--- src/rtl/tlb_ctrl.sv ---
// tlb_ctrl: three-state sequencer for TLBP/TLBR/TLBWI/TLBWR between CP0 and the TLB array.
// Also owns the CP0 Random register, which TLBWR samples as its target index.
module tlb_ctrl #(
    parameter int TLBNUM = 16,
    localparam int IW = $clog2(TLBNUM)
) (
    input  logic          clk,
    input  logic          resetn,
    input  logic          op_valid,
    input  logic [1:0]    op_type,
    output logic          op_ready,
    input  logic [31:0]   cp0_entryhi,
    input  logic [31:0]   cp0_entrylo0,
    input  logic [31:0]   cp0_entrylo1,
    input  logic [31:0]   cp0_index,
    input  logic [IW-1:0] wired_val,
    input  logic          wired_we,
    output logic [IW-1:0] random_val,
    output logic [18:0]   s_vpn2,
    output logic [7:0]    s_asid,
    input  logic          s_found,
    input  logic [IW-1:0] s_index,
    output logic          we,
    output logic [IW-1:0] w_index,
    output logic [18:0]   w_vpn2,
    output logic [7:0]    w_asid,
    output logic          w_g,
    output logic [19:0]   w_pfn0,
    output logic [2:0]    w_c0,
    output logic          w_d0,
    output logic          w_v0,
    output logic [19:0]   w_pfn1,
    output logic [2:0]    w_c1,
    output logic          w_d1,
    output logic          w_v1,
    output logic [IW-1:0] r_index,
    input  logic [18:0]   r_vpn2,
    input  logic [7:0]    r_asid,
    input  logic          r_g,
    input  logic [19:0]   r_pfn0,
    input  logic [2:0]    r_c0,
    input  logic          r_d0,
    input  logic          r_v0,
    input  logic [19:0]   r_pfn1,
    input  logic [2:0]    r_c1,
    input  logic          r_d1,
    input  logic          r_v1,
    output logic          index_we,
    output logic [31:0]   index_wdata,
    output logic          entryhi_we,
    output logic [31:0]   entryhi_wdata,
    output logic          entrylo_we,
    output logic [31:0]   entrylo0_wdata,
    output logic [31:0]   entrylo1_wdata,
    output logic          done,
    output logic          refetch
);
    typedef enum logic [1:0] {IDLE, EXEC, RESP} state_e;
    localparam logic [1:0] OP_P = 2'b00, OP_R = 2'b01, OP_WR = 2'b11;
    localparam logic [IW-1:0] MAX_IDX = IW'(TLBNUM - 1);
    localparam logic [IW-1:0] ONE = IW'(1);

    state_e        state_q, state_d;
    logic [1:0]    op_q;
    logic [31:0]   hi_q, lo0_q, lo1_q;
    logic [IW-1:0] tgt_q, rand_q, rand_d;
    logic [31:0]   idx_wb_q, hi_wb_q, lo0_wb_q, lo1_wb_q;
    logic          accept, exec_p, exec_r, unused_ok;

    assign op_ready = state_q == IDLE;
    assign accept   = op_valid && op_ready;
    assign exec_p   = state_q == EXEC && op_q == OP_P;
    assign exec_r   = state_q == EXEC && op_q == OP_R;

    always_comb begin
        state_d = state_q;
        rand_d  = (wired_we || rand_q <= wired_val) ? MAX_IDX : rand_q - ONE;
        state_d = state_q == IDLE ? (op_valid ? EXEC : IDLE) :
                  state_q == EXEC ? RESP : IDLE;
    end

    always_ff @(posedge clk or negedge resetn) begin
        if (!resetn) begin
            state_q  <= IDLE;
            rand_q   <= MAX_IDX;
            op_q     <= '0;
            hi_q     <= '0;
            lo0_q    <= '0;
            lo1_q    <= '0;
            tgt_q    <= '0;
            idx_wb_q <= '0;
            hi_wb_q  <= '0;
            lo0_wb_q <= '0;
            lo1_wb_q <= '0;
        end else begin
            state_q <= state_d;
            rand_q  <= rand_d;
            if (accept) begin
                op_q  <= op_type;
                hi_q  <= cp0_entryhi;
                lo0_q <= cp0_entrylo0;
                lo1_q <= cp0_entrylo1;
                // TLBWR uses Random as it stood before this cycle's update
                tgt_q <= op_type == OP_WR ? rand_q : cp0_index[IW-1:0];
            end
            if (exec_p)
                idx_wb_q <= {~s_found, {(31-IW){1'b0}}, s_found ? s_index : {IW{1'b0}}};
            if (exec_r) begin
                hi_wb_q  <= {r_vpn2, 5'b0, r_asid};
                lo0_wb_q <= {6'b0, r_pfn0, r_c0, r_d0, r_v0, r_g};
                lo1_wb_q <= {6'b0, r_pfn1, r_c1, r_d1, r_v1, r_g};
            end
        end
    end

    assign random_val     = rand_q;
    assign s_vpn2         = hi_q[31:13];
    assign s_asid         = hi_q[7:0];
    assign r_index        = tgt_q;
    assign we             = state_q == EXEC && op_q[1];
    assign w_index        = tgt_q;
    assign w_vpn2         = hi_q[31:13];
    assign w_asid         = hi_q[7:0];
    assign w_g            = lo0_q[0] & lo1_q[0];
    assign w_pfn0         = lo0_q[25:6];
    assign w_c0           = lo0_q[5:3];
    assign w_d0           = lo0_q[2];
    assign w_v0           = lo0_q[1];
    assign w_pfn1         = lo1_q[25:6];
    assign w_c1           = lo1_q[5:3];
    assign w_d1           = lo1_q[2];
    assign w_v1           = lo1_q[1];
    assign done           = state_q == RESP;
    assign refetch        = done && op_q != OP_P;
    assign index_we       = done && op_q == OP_P;
    assign entryhi_we     = done && op_q == OP_R;
    assign entrylo_we     = entryhi_we;
    assign index_wdata    = idx_wb_q;
    assign entryhi_wdata  = hi_wb_q;
    assign entrylo0_wdata = lo0_wb_q;
    assign entrylo1_wdata = lo1_wb_q;
    assign unused_ok      = ^{cp0_index[31:IW], hi_q[12:8], lo0_q[31:26], lo1_q[31:26]};
endmodule

--- config.mk ---
export PLATFORM = sky130hd
export DESIGN_NAME = tlb_ctrl
export DESIGN_NICKNAME = d
export VERILOG_FILES = /design/src/rtl/tlb_ctrl.sv
export SDC_FILE = /design/constraint.sdc
export NUM_CORES = 1
export LEC_CHECK = 0
export ABC_CLOCK_PERIOD_IN_PS = 1600
export CORE_AREA = 2 2 186 188
export CTS_BUF_LIST = sky130_fd_sc_hd__clkbuf_8
export DETAILED_ROUTE_END_ITERATION = 16
export DIE_AREA = 0 0 188 190
export GPL_ROUTABILITY_DRIVEN = 0
export GPL_TIMING_DRIVEN = 0
export MAX_ROUTING_LAYER = met4
export RECOVER_POWER = 25
export SYNTH_ARGS = -nofsm -noshare
export SYNTH_HDL_FRONTEND = slang
export SYNTH_SLANG_ARGS = --single-unit
export TNS_END_PERCENT = 20
--- constraint.sdc ---
create_clock -name clk -period 1.6 [get_ports clk]
set_clock_uncertainty 0.2 [all_clocks]
set_input_delay 0.4 -clock clk [delete_from_list [all_inputs] [get_ports clk]]
set_output_delay 0.4 -clock clk [all_outputs]
set_load 0.01 [all_outputs]
==> flow_summary.toml <==
[status]
status = "complete, but fails checks"
violations = "hold timing, setup timing"

[power]
comb_power_share_pct = 46.6
clockPowerShare_pct = 17.9
peakVddDrop_uv = 554
power_switching_mw = 6.13
pwr_density_cell_nw_per_um2 = 1440
leakage_nw = 6.57
switching_share_pct = 30.7
pwr-share-seq_pct = 35.6
p_int_mw = 13.8

[detailed_routing]
antenna_left = 0
drc = 0
detail_route.vias_per_cell = 3.77
drt_iter0_drc = 92
vias = 5670
drt-pass1-iter-count = 4
wl_per_cell_um = 16.5
wl_um = 24900

[sta]
worst_slew_pin_slew_ns = 1.18
slew_headroom_pct = 21.1
setup_viol = 337
holdWs_ns = -0.0472
finalSetupTns_ns = -72.98
finalCritPeriodShare_pct = 135
period_needed_ns = 2.17
grt_setup_unrepaired = "true"
fmax_mhz = 461
slew_violations = 0
setup_ws_ns = -0.568
hold_viol = 29

[critical_path]
r2r_end = "entrylo1_wdata[18]$_DFFE_PN0P_"
worstSetupStartpointType = "flip-flop"
r2r_slack_ns = -0.46
cpPeakStageDelay_ns = 0.39
cp.required_ns = 1.00
critical_path_depth = 4
crit_buf_inv = 2
crit_type = "reg -> out"
cp-endpoint = "entrylo_we"
critical_path.cell_chain = "or2b_1 -> nor3b_2 -> buf_4 -> buf_6"
r2r-start = "state_q[0]$_DFF_PN0_"
end_kind = "primary output"
arrival_ns = 1.57
crit_path_start = "state_q[0]$_DFF_PN0_"
rr_worst_depth = 8
crit_family = "simple AND/OR/NAND/NOR gates"
critical_path.slowest_cell = "dfrtp_1"
path_max_fanout = 3

[grt]
use_met3_pct = 3.63
grt_max_degree = 97
grt_pass1_wl_um = 34600
grt_pass1_vias = 5781
overflow = 0
gr-usage-met2_pct = 22.0
antenna_found_initial = 0
grt_busiest_layer = "met2"
use_met1_pct = 15.5
groute.usage.overall_pct = 13.1

[logic_synthesis]
syn-cell-area_um2 = 7700
synth-seq-area-share_pct = 56.6
ys_ff_latch = 174
yosysTopAreaCellShare_pct = 55.3
synth.distinct_cells = 31
ys_warn_count = 0
yosys.area.top_type = "dfrtp_1"
synth_area_leaders = "dfrtp_1, mux2_2, buf_4"
syn_inst = 538
avgSynthCellArea_um2 = 14.3

[cells_and_area]
drive_gt1_share_pct = 58.0
diodes = 0
fin_area_um2 = 13900
fillers = 3178
layout.nets = 1263
syn_to_final_growth_pct = 80.7

[cts]
root_buffer = "clkbuf_8"
clk_latency_ns = 0.48
h-tree-depth = 4
clkSinkCount = 174
clockBufferDepth = 2
numCtsBuffers = 17
clk_pin_slew_ns = 0.10
cts_tree = "built"

[die]
ios = 473
num_rows = 68
dieArea_um2 = 35700
start_util_pct = 22.7
die-width_um = 188
floorplan.die.height_um = 190
core_area_um2 = 33900

[placement]
port-buffer-count = 383
hpwl_um = 17000
dpl_cell_area_um2 = 12300

[hold_path]
hp-class = "in -> async"

[run]
drv_cap = 0
[per-stage QoR]
stage,worst slack [ns],instances,utilization (%),power (mW)
2_1_floorplan,-0.116,581,-,10.6
3_3_place_gp,-7.88,1419,36.2,15.4
3_5_place_dp,-0.850,1420,36.3,15.5
4_1_cts,-0.663,1483,38.8,19.7
5_1_grt,-0.712,1505,41.0,21.0
6_report,-0.568,1505,41.0,20.0
[power by group through the flow]
stage          registers [mW]  clock network, mW  logic [mW]
6_report                 7.10               3.57        9.30
5_1_grt                  7.31               3.87        9.84
4_1_cts                  7.05               3.70        8.95
3_5_place_dp             7.04                  0        8.47
3_3_place_gp             7.00                  0        8.42
2_1_floorplan            7.49                  0        3.10
[worst min path at each step]
| stage | start | endpoint |
|---|---|---|
| global route | resetn | lo1_q[18]$_DFFE_PN0P_ |
| finish | resetn | hi_q[26]$_DFFE_PN0P_ |
| CTS | resetn | hi_q[26]$_DFFE_PN0P_ |
| global placement | index_wdata[1]$_DFFE_PN0P_ | index_wdata[1]$_DFFE_PN0P_ |
| floorplan | resetn | entryhi_wdata[0]$_DFFE_PN0P_ |
| detailed placement | resetn | hi_q[26]$_DFFE_PN0P_ |
[cell families after synthesis]
family	synth area share, %
DFF	56.6
muxes	24.8
buffers and inverters	14.3
and+or+nand+nor	1.92
AOI/OAI and AO/OA	1.32
adders and majority gates	0.813
xor gates and xnor gates	0.228
other	0.0487
[state kept, by name, indices dropped and copies added, names as in the netlist]
name / flops
state_q: 2
op_q: 2
entrylo1_wdata: 26
entryhi_wdata: 27
lo1_q: 26
hi_q: 27
lo0_q: 26
entrylo0_wdata: 25
index_wdata: 5
random_val: 4
r_index: 4
[synth_stat cells, drive strengths merged]
master	count
mux2	159
and3b	1
dfstp	4
a21oi	4
xnor2	2
a21o	1
inv	6
o21ai	5
ha	5
and2	2
nor2	7
conb	1
or2b	1
o211a	1
buf	142
mux2i	4
a41oi	1
clkbuf	1
nor3	2
nand2	10
nor2b	2
nor3b	2
o211ai	4
dfrtp	170
or4b	1
[timing repair]
action                                  4_1_cts  5_1_grt
setup buffers                                39       13
resized for setup                           824      257
endpoints found under the setup margin      380      381
gates cloned                                  0        9
hold endpoints to repair                     74       74
pin swaps                                     3        7
[layout make-up]
type	count	area [µm²]	area share, %
flip-flops and latches	174	4360	31.4
repair buffers	445	4320	31.1
multi-input cells	258	2720	19.5
plain buffers	135	1470	10.6
well taps	455	569	4.09
clock buffers	19	262	1.88
clock inverters	13	184	1.32
inverters	6	22.5	0.162
[cell usage in the layout, fill, tap and decap left out, drive strengths merged, types with 4 or more instances in the layout]
cell type	Yosys	layout
clkdlybuf4s50	0	174
ha	5	5
mux2	159	159
inv	6	11
clkbuf	1	71
dfstp	4	4
nand2	10	10
dfrtp	170	170
nor2	7	7
conb	1	44
o21ai	5	5
buf	142	353
bufinv	0	4
a21oi	4	4
o211ai	4	4
mux2i	4	4
[metal layers]
layer,vias up,share of wire (%)
met1,2795,41
met5,-,0
met2,211,52
li1,2655,-
met4,0,0.93
met3,9,5.6
Note: power is estimated with default switching activity, not from simulation.
